## src/rtl/sys_pkg.sv

```systemverilog
// Shared constants and FSM state encoding for the UART command responder.
package sys_pkg;

    localparam logic [7:0] RF_WR_CMD   = 8'hAA;
    localparam logic [7:0] RF_RD_CMD   = 8'hBB;
    localparam logic [7:0] ALU_OP_CMD  = 8'hCC;
    localparam logic [7:0] ALU_NOP_CMD = 8'hDD;
    localparam logic [7:0] ERR_RESP    = 8'hEE;

    localparam int unsigned OPA_ADDR = 0;
    localparam int unsigned OPB_ADDR = 1;

    typedef enum logic [3:0] {
        IDLE,
        WR_ADDR,
        WR_DATA,
        RD_ADDR,
        RD_WAIT,
        OP_A,
        OP_B,
        FUN,
        ALU_WAIT,
        TX_B0,
        TX_B1
    } state_t;

endpackage

```

## src/rtl/resp_tx_serializer.sv

```systemverilog
// Purpose: holds a 1- or 2-byte response and pushes it LSB first into the TX FIFO.
// Latency: first push strobe is registered, one cycle after the first cycle with the payload loaded and FIFO not full.
// Backpressure: no push is decided while tx_full=1; the payload waits indefinitely.
module resp_tx_serializer #(
    parameter int DATA_WIDTH = 8
) (
    input  logic                    clk,
    input  logic                    rst,
    input  logic                    load_vld,
    input  logic                    load_two,
    input  logic [2*DATA_WIDTH-1:0] load_dat,
    input  logic                    tx_full,
    output logic                    sent,
    output logic [DATA_WIDTH-1:0]   tx_dat,
    output logic                    tx_vld
);

    logic [2*DATA_WIDTH-1:0] pay_q;
    logic [1:0]              left_q;

    // sent marks the edge at which the current low byte is handed to the FIFO
    assign sent = (left_q != 2'd0) && !tx_full;

    always_ff @(posedge clk) begin
        if (rst) begin
            pay_q  <= '0;
            left_q <= 2'd0;
            tx_dat <= '0;
            tx_vld <= 1'b0;
        end else begin
            tx_vld <= sent;
            if (sent) begin
                tx_dat <= pay_q[DATA_WIDTH-1:0];
                pay_q  <= pay_q >> DATA_WIDTH;
                left_q <= left_q - 2'd1;
            end
            if (load_vld) begin
                pay_q  <= load_dat;
                left_q <= load_two ? 2'd2 : 2'd1;
            end
        end
    end

endmodule

```

## src/rtl/cmd_frame_responder.sv

```systemverilog
// Purpose: parses UART command frames, drives register-file/ALU strobes and queues responses (RESP_TIMEOUT_EN adds a wait timeout).
// Latency: strobes appear the cycle after the triggering byte; response pushes start the cycle after data capture.
// Backpressure: TX_FULL stalls the response states indefinitely; RX bytes arriving in wait/response states are dropped.
module cmd_frame_responder
    import sys_pkg::*;
#(
    parameter int DATA_WIDTH     = 8,
    parameter int ADDR_WIDTH     = 4,
    parameter int ALU_FUN_WIDTH  = 4,
    parameter int TIMEOUT_CYCLES = 255
) (
    input  logic                      CLK,
    input  logic                      RST,
    input  logic [DATA_WIDTH-1:0]     RX_P_DATA,
    input  logic                      RX_D_VLD,
    output logic [ADDR_WIDTH-1:0]     RF_ADDR,
    output logic                      RF_WR_EN,
    output logic [DATA_WIDTH-1:0]     RF_WR_DATA,
    output logic                      RF_RD_EN,
    input  logic [DATA_WIDTH-1:0]     RF_RD_DATA,
    input  logic                      RF_RD_VLD,
    output logic [ALU_FUN_WIDTH-1:0]  ALU_FUN,
    output logic                      ALU_EN,
    input  logic [2*DATA_WIDTH-1:0]   ALU_OUT,
    input  logic                      ALU_OUT_VLD,
    output logic                      CLK_GATE_EN,
    output logic [DATA_WIDTH-1:0]     TX_P_DATA,
    output logic                      TX_D_VLD,
    input  logic                      TX_FULL
);

    state_t                  state;
    logic [ADDR_WIDTH-1:0]   wr_addr;
    logic                    resp_two;
    logic                    ser_load;
    logic                    ser_two;
    logic                    ser_sent;
    logic [2*DATA_WIDTH-1:0] ser_payload;
    logic                    timeout_hit;

`ifdef RESP_TIMEOUT_EN
    localparam int CNT_W = ($clog2(TIMEOUT_CYCLES + 1) > 8) ? $clog2(TIMEOUT_CYCLES + 1) : 9;

    logic [CNT_W-1:0] wait_cnt;
    logic             in_wait;

    assign in_wait     = (state == RD_WAIT) || (state == ALU_WAIT);
    assign timeout_hit = in_wait && (wait_cnt == CNT_W'(TIMEOUT_CYCLES - 1));

    always_ff @(posedge CLK) begin
        if (RST || !in_wait) begin
            wait_cnt <= '0;
        end else begin
            wait_cnt <= wait_cnt + 1'b1;
        end
    end
`else
    assign timeout_hit = 1'b0;
`endif

    // A valid always wins over a timeout expiring in the same cycle
    always_comb begin
        ser_load    = 1'b0;
        ser_two     = 1'b0;
        ser_payload = '0;
        if (state == RD_WAIT && RF_RD_VLD) begin
            ser_load    = 1'b1;
            ser_payload = {{DATA_WIDTH{1'b0}}, RF_RD_DATA};
        end else if (state == ALU_WAIT && ALU_OUT_VLD) begin
            ser_load    = 1'b1;
            ser_two     = 1'b1;
            ser_payload = ALU_OUT;
        end else if (timeout_hit) begin
            ser_load    = 1'b1;
            ser_payload = {{DATA_WIDTH{1'b0}}, DATA_WIDTH'(ERR_RESP)};
        end
    end

    always_ff @(posedge CLK) begin
        if (RST) begin
            state       <= IDLE;
            wr_addr     <= '0;
            resp_two    <= 1'b0;
            RF_ADDR     <= '0;
            RF_WR_EN    <= 1'b0;
            RF_WR_DATA  <= '0;
            RF_RD_EN    <= 1'b0;
            ALU_FUN     <= '0;
            ALU_EN      <= 1'b0;
            CLK_GATE_EN <= 1'b0;
        end else begin
            RF_WR_EN <= 1'b0;
            RF_RD_EN <= 1'b0;
            ALU_EN   <= 1'b0;
            unique case (state)
                IDLE: begin
                    if (RX_D_VLD) begin
                        if (RX_P_DATA == DATA_WIDTH'(RF_WR_CMD)) begin
                            state <= WR_ADDR;
                        end else if (RX_P_DATA == DATA_WIDTH'(RF_RD_CMD)) begin
                            state <= RD_ADDR;
                        end else if (RX_P_DATA == DATA_WIDTH'(ALU_OP_CMD)) begin
                            state <= OP_A;
                        end else if (RX_P_DATA == DATA_WIDTH'(ALU_NOP_CMD)) begin
                            state       <= FUN;
                            CLK_GATE_EN <= 1'b1;
                        end
                    end
                end
                WR_ADDR: begin
                    if (RX_D_VLD) begin
                        wr_addr <= RX_P_DATA[ADDR_WIDTH-1:0];
                        state   <= WR_DATA;
                    end
                end
                WR_DATA: begin
                    if (RX_D_VLD) begin
                        RF_WR_EN   <= 1'b1;
                        RF_ADDR    <= wr_addr;
                        RF_WR_DATA <= RX_P_DATA;
                        state      <= IDLE;
                    end
                end
                RD_ADDR: begin
                    if (RX_D_VLD) begin
                        RF_RD_EN <= 1'b1;
                        RF_ADDR  <= RX_P_DATA[ADDR_WIDTH-1:0];
                        state    <= RD_WAIT;
                    end
                end
                RD_WAIT: begin
                    if (ser_load) begin
                        resp_two <= ser_two;
                        state    <= TX_B0;
                    end
                end
                OP_A: begin
                    if (RX_D_VLD) begin
                        RF_WR_EN   <= 1'b1;
                        RF_ADDR    <= ADDR_WIDTH'(OPA_ADDR);
                        RF_WR_DATA <= RX_P_DATA;
                        state      <= OP_B;
                    end
                end
                OP_B: begin
                    if (RX_D_VLD) begin
                        RF_WR_EN    <= 1'b1;
                        RF_ADDR     <= ADDR_WIDTH'(OPB_ADDR);
                        RF_WR_DATA  <= RX_P_DATA;
                        CLK_GATE_EN <= 1'b1;
                        state       <= FUN;
                    end
                end
                FUN: begin
                    if (RX_D_VLD) begin
                        ALU_FUN <= RX_P_DATA[ALU_FUN_WIDTH-1:0];
                        ALU_EN  <= 1'b1;
                        state   <= ALU_WAIT;
                    end
                end
                ALU_WAIT: begin
                    // Gate stays open for one cycle after a real capture, closes at once on timeout
                    if (ser_load) begin
                        resp_two    <= ser_two;
                        CLK_GATE_EN <= ~timeout_hit;
                        state       <= TX_B0;
                    end
                end
                TX_B0: begin
                    CLK_GATE_EN <= 1'b0;
                    if (ser_sent) begin
                        state <= resp_two ? TX_B1 : IDLE;
                    end
                end
                TX_B1: begin
                    if (ser_sent) begin
                        state <= IDLE;
                    end
                end
                default: state <= IDLE;
            endcase
        end
    end

    resp_tx_serializer #(
        .DATA_WIDTH(DATA_WIDTH)
    ) u_resp_tx_serializer (
        .clk      (CLK),
        .rst      (RST),
        .load_vld (ser_load),
        .load_two (ser_two),
        .load_dat (ser_payload),
        .tx_full  (TX_FULL),
        .sent     (ser_sent),
        .tx_dat   (TX_P_DATA),
        .tx_vld   (TX_D_VLD)
    );

endmodule

```

## config.mk

```make
export PLATFORM = sky130hd
export DESIGN_NAME = cmd_frame_responder
export DESIGN_NICKNAME = d
export VERILOG_FILES = /design/src/rtl/sys_pkg.sv /design/src/rtl/resp_tx_serializer.sv /design/src/rtl/cmd_frame_responder.sv
export SDC_FILE = /design/constraint.sdc
export NUM_CORES = 1
export LEC_CHECK = 0
export CORE_ASPECT_RATIO = 0.75
export CORE_UTILIZATION = 53
export DETAILED_ROUTE_END_ITERATION = 10
export PLACE_DENSITY = 0.82
export SLEW_MARGIN = 20
export SYNTH_ARGS = -nofsm -noshare
export SYNTH_HDL_FRONTEND = slang
export SYNTH_HIERARCHICAL = 1
export SYNTH_SLANG_ARGS = --single-unit
```

## constraint.sdc

```tcl
create_clock -name CLK -period 4.7 [get_ports CLK]
set_input_delay 0.94 -clock CLK [delete_from_list [all_inputs] [get_ports CLK]]
set_output_delay 0.94 -clock CLK [all_outputs]
set_load 0.02 [all_outputs]
```

# After elaboration in Yosys (flattened, before gate mapping)
# Cells that the tools add are included.
# classes
add_sub_neg	1
eq_ne	30
n_mux	39
bitwise_logic	3
n_reduce_logical	21
# op_table
operator	n
$mux 4	18
$mux 16	4
$pmux 4 s10	1
$eq 8x8->1 const B	4
$ne 2x2->1 const B	14
$eq 4x3->1 const B	4
$pmux 4 s4	1
$eq 4x4->1 const B	3
$mux 1	11
$reduce_and 11->1	1
$eq 4x2->1 const B	2
$reduce_and 2->1	4
$reduce_and 8->1	1
$reduce_bool 4->1	2
$reduce_or 2->1	4
$mux 2	3
$ne 5x5->1 const B	1
$reduce_and 5->1	1
$eq 4x1->1 const B	1
$logic_not 4->1	1
$pmux 1 s4	1
$reduce_bool 2->1	2
$logic_and 1x1->1	3
$not 1->1	3
4 further kinds	4
# totals
register_bits	56
inputBits	38
out_inout_bits	29
wordCells	108

# Longest topological paths before layout
# depth
ltp_word	7
mapped_depth	11
ltp_nobuf	9

# By module
# The synthesis kept the hierarchy.
# by_module_without_submodules
module	instances	cells_per_inst	area_each_um2
cmd_frame_responder	1	193	1682.9
resp_tx_serializer	1	131	1084.8

# Worst setup path before layout
# No wires, ideal clock.
# synth_timing
path_type	input port to flip-flop
from	input port ALU_OUT_VLD
to	register u_resp_tx_serializer.pay_q[7]
setup_ns	0.088
t_arrival_ns	2.185
t_required_ns	4.612
slack_ns	2.427
path_stages	7
path_buffers	2
cell_sequence	and4_1 buf_4 or2_2 inv_1 buf_2 nor2_1 a311oi_2
# synth_between
elab_chain_cells	4
word_cells_on_any_way	7
# synth_lines
item	line_no	text
start: declaration	cmd_frame_responder.sv:25	input logic ALU_OUT_VLD,
$logic_and 1x1->1 *	cmd_frame_responder.sv:69	end else if (state == ALU_WAIT && ALU_OUT_VLD) begin
$mux 1 *	cmd_frame_responder.sv:69	
$mux 1 *	cmd_frame_responder.sv:66	if (state == RD_WAIT && RF_RD_VLD) begin
net ser_load	cmd_frame_responder.sv:35	logic ser_load;
$mux 16 or $reduce_bool 2->1 (tied branches)	-	
end signal: assignment	resp_tx_serializer.sv:34	pay_q <= pay_q >> DATA_WIDTH;
end signal: assignment	resp_tx_serializer.sv:38	pay_q <= load_dat;
end: declaration	resp_tx_serializer.sv:18	logic [2*DATA_WIDTH-1:0] pay_q;
# The timed path passes the listed nets; every way through them passes the cells marked *.
# A chain may end at the register's enable or synchronous reset.

# Final worst setup path
# layout_timing
from	input port TX_FULL
to	register state[0]
# layout_between
elab_chain_cells	4
word_cells_on_any_way	5
# layout_lines
item	line_no	text
start: declaration	cmd_frame_responder.sv:29	input logic TX_FULL
$logic_not 1->1 *	resp_tx_serializer.sv:22	assign sent = (left_q != 2'd0) && !tx_full;
$logic_and 1x1->1 *	resp_tx_serializer.sv:22	
net ser_sent	cmd_frame_responder.sv:37	logic ser_sent;
$ne 2x2->1 (no source line)	-	
$reduce_and 11->1 (no source line) *	-	
end signal: assignment	cmd_frame_responder.sv:172	state <= resp_two ? TX_B1 : IDLE;
end: declaration	cmd_frame_responder.sv:32	state_t state;
# Marks and branches as above.

==> impl_metrics.tcl <==
set metrics [dict create \
    wl_per_cell_um 14.5 \
    cts_buffers 5 \
    ys_warn_count 6 \
    first_global_vias 2209 \
    nFillCells 406 \
    synth_area_leaders "dfxtp_1 41%, nand2_1 7.3%, mux2i_1 5.8%, a21oi_1 4.5%, nor2_1 4.2%" \
    place_congestion 0.827 \
    area_growth_pct 23.5 \
    dr.pass1.iters 5 \
    rrSetupSlack_ns 1.80 \
    synth_simple_gate_area_frac 0.243 \
    die_h_um 64.6 \
    finalSetupViolCount 0 \
    drc 0 \
    whs_path_depth 2 \
    rows 22 \
    fmax_mhz 326 \
    cts_hold_buf 0 \
    utilization 0.690 \
    post_cts_resize_count 0 \
    synth_cell_types 55 \
    finClkSkew_ns 0.00984 \
    synthXorXnorAreaFrac 0.0127 \
    grt_pass1_wl_um 10700 \
    grt.total_usage 0.237 \
    synth.avg_cell_area_um2 8.54 \
    yosysTopAreaCell "dfxtp_1" \
    maxSlewHeadroom 0.329 \
    multi_input_area_mm2 0.00145 \
    rsz0062_at_grt "false" \
    synth_top_family_by_area "simple AND/OR/NAND/NOR gates" \
    vias 2463 \
    post-cts-setup-buffer-count 0 \
    die_area_mm2 0.00552 \
    slew_viol_final 0 \
    setup_slack_ns 1.64 \
    finalHoldViolations 0 \
    crit_arrival_ns 3.29 \
    start_util 0.559 \
    seqCellArea_mm2 0.00112 \
    synth_adder_area_share 0.00452 \
    antenna_found_initial 0 \
    rr_worst_depth 6 \
    diodes 0 \
    grt_overflow 0 \
    post-dp-hpwl_um 4410 \
    drive_gt1_frac 0.0566 \
    hp-class "register to register" \
    tightest_slew_ns 1.01 \
    io_pins 67 \
    irDropWorstVdd_mv 0.171 \
    leakagePower_uw 0.00116 \
    clk_path_buf_depth 2 \
    nets 409 \
    maxCapViolations 0 \
    crit_required_ns 4.93 \
    whs_endpoint "u_resp_tx_serializer/tx_dat[3]" \
    cp-start-kind "input pin" \
    clk_latency_ns 0.31 \
    setup_tns_ns 0 \
    cts_tree "done" \
    r2r-start "state[0]" \
    portBuffers 66 \
    fin_total_pwr_uw 1180 \
    whs_ns 0.466 \
    syn_inst 324 \
    ys_ff_latch 56 \
    r2r_end "u_resp_tx_serializer/pay_q[4]" \
    final.min_clock_period_ns 3.06 \
    synth_nets 363 \
    end_kind "register" \
    async_flop_share 0 \
    cts_root_buf "clkbuf_8" \
    syn_area_mm2 0.00277 \
    ys_seq_area_frac 0.405 \
    critPathMaxFanout 27 \
    drtAntennaViolNets 0 \
    clock-sinks 56 \
    outcome "finished clean" \
    preCtsSetupSlack_ns 1.31 \
    path_clk_slew_ns 0.10 \
    worstSetupPathType "input pin to register" \
    die_w_um 85.4 \
    first_iter_violations 204 \
    synth-compound-area-share 0.201 \
    synth_ff_type "dfxtp_1" \
    power_density_mw_per_mm2 345 \
    routed_wl_um 6250 \
    synth_edf_count 0 \
    core-area_mm2 0.00495 \
    cts_htree_levels 2 \
    routed_via_density 5.71 \
    fin_crit_sh 0.652 \
    grt_start_max_net_pins 57 \
    hp-start "u_resp_tx_serializer/tx_dat[3]" \
    synth_mux_area_frac 0.0619 \
    synth_top_area_share 0.405 \
]
-- flip-flops by register name, summed over array words and instances, names as in the netlist, 2 cells and up --
register,cells
ALU_FUN,4
RF_ADDR,4
RF_WR_DATA,8
state,4
u_resp_tx_serializer/left_q,2
u_resp_tx_serializer/pay_q,16
u_resp_tx_serializer/tx_dat,8
wr_addr,4
-- per-stage QoR --
step | instances | area, um2
final | 431 | 3420
after global placement | 423 | 3330
after floorplan | 324 | 2770
after detailed placement | 423 | 3330
after global routing | 431 | 3420
after CTS | 431 | 3420
-- synthesized netlist by cell type (all sizes together), types with 2 or more instances --
cell     count
dfxtp       56
nand2       56
nor2        32
a21oi       25
buf         19
mux2i       16
and2        10
a311oi       9
a22o         8
clkbuf       8
nand3b       8
o21ai        7
inv          6
nand3        5
a22oi        4
or2          4
a31oi        3
nor3         3
nor3b        3
o2111ai      3
o2bb2ai      3
xnor2        3
and3         2
and4bb       2
nand2b       2
nor2b        2
o21a         2
o22ai        2
o31ai        2
o32ai        2
o41ai        2
or3          2
-- worst max-delay path: stages --
cell and delay (ns):
clkdlybuf4s50_1 0.45, or2_1 0.71, clkinv_4 0.33, inv_1 0.12
a31oi_1 0.09, o21ai_0 0.38, nand2_1 0.10, a21oi_1 0.16
-- how the worst max path moves through the flow --
| stage | start | slack (ns) | to |
|---|---|---|---|
| 4_1_cts | TX_FULL | 1.64 | state[2] |
| 3_3_place_gp | TX_FULL | 1.41 | state[0] |
| 5_1_grt | TX_FULL | 1.38 | state[0] |
| 3_5_place_dp | TX_FULL | 1.31 | state[0] |
| 2_1_floorplan | ALU_OUT_VLD | 2.43 | u_resp_tx_serializer/pay_q[7] |
| 6_report | TX_FULL | 1.64 | state[0] |
-- placed cells by master (no fill, tap or decap), types with 2 or more instances in the layout --
master / instances
and2_1: 10
and3_1: 2
nand2b_1: 2
o2bb2ai_1: 3
o32ai_1: 2
inv_1: 6
dfxtp_1: 56
clkdlybuf4s50_1: 65
xnor2_1: 3
nor2b_1: 2
o21ai_0: 7
clkbuf_1: 2
a31oi_1: 3
o21a_1: 2
a22oi_1: 4
a311oi_1: 8
clkinv_4: 2
nand3b_1: 8
or2_2: 3
clkbuf_8: 5
o2111ai_1: 3
nand2_2: 2
a21oi_1: 25
nand2_1: 54
nand3_1: 5
nor3_1: 2
nor2_1: 31
o31ai_1: 2
a22o_1: 8
mux2i_1: 16
o22ai_1: 2
nor3b_1: 3
or3_1: 2
-- power by group --
| part | switching (uW) | internal, uW | leakage (uW) |
|---|---|---|---|
| Combinational | 204 | 161 | 0.000667 |
| Clock | 152 | 107 | 0.0000424 |
| Sequential | 46.0 | 509 | 0.000451 |
-- routing by layer --
layer / vias to the layer above / GRT usage / share of wire
met2: 83 / 0.361 / 0.44
met5: - / 0 / 0
met4: 0 / 0.0458 / 0.0074
met1: 1150 / 0.357 / 0.50
li1: 1226 / - / -
met3: 4 / 0.0344 / 0.057
-- layout make-up --
cell class | instances | area share
clock inverters | 1 | 0.00256
multi-input cells | 234 | 0.424
repair buffers | 66 | 0.192
flip-flops and latches | 56 | 0.328
clock buffers | 7 | 0.0223
well taps | 60 | 0.0220
inverters | 7 | 0.00915
-- kinds of logic (layout without fill, tap and decap cells) --
logic type,Yosys count,count (layout)
and+or+nand+nor,136,136
AOI/OAI and AO/OA,76,76
DFF,56,56
buffers and inverters,34,81
muxes,17,17
xor gates and xnor gates,4,4
adders and majority gates,1,1
Power figures use the tool's default switching activity.
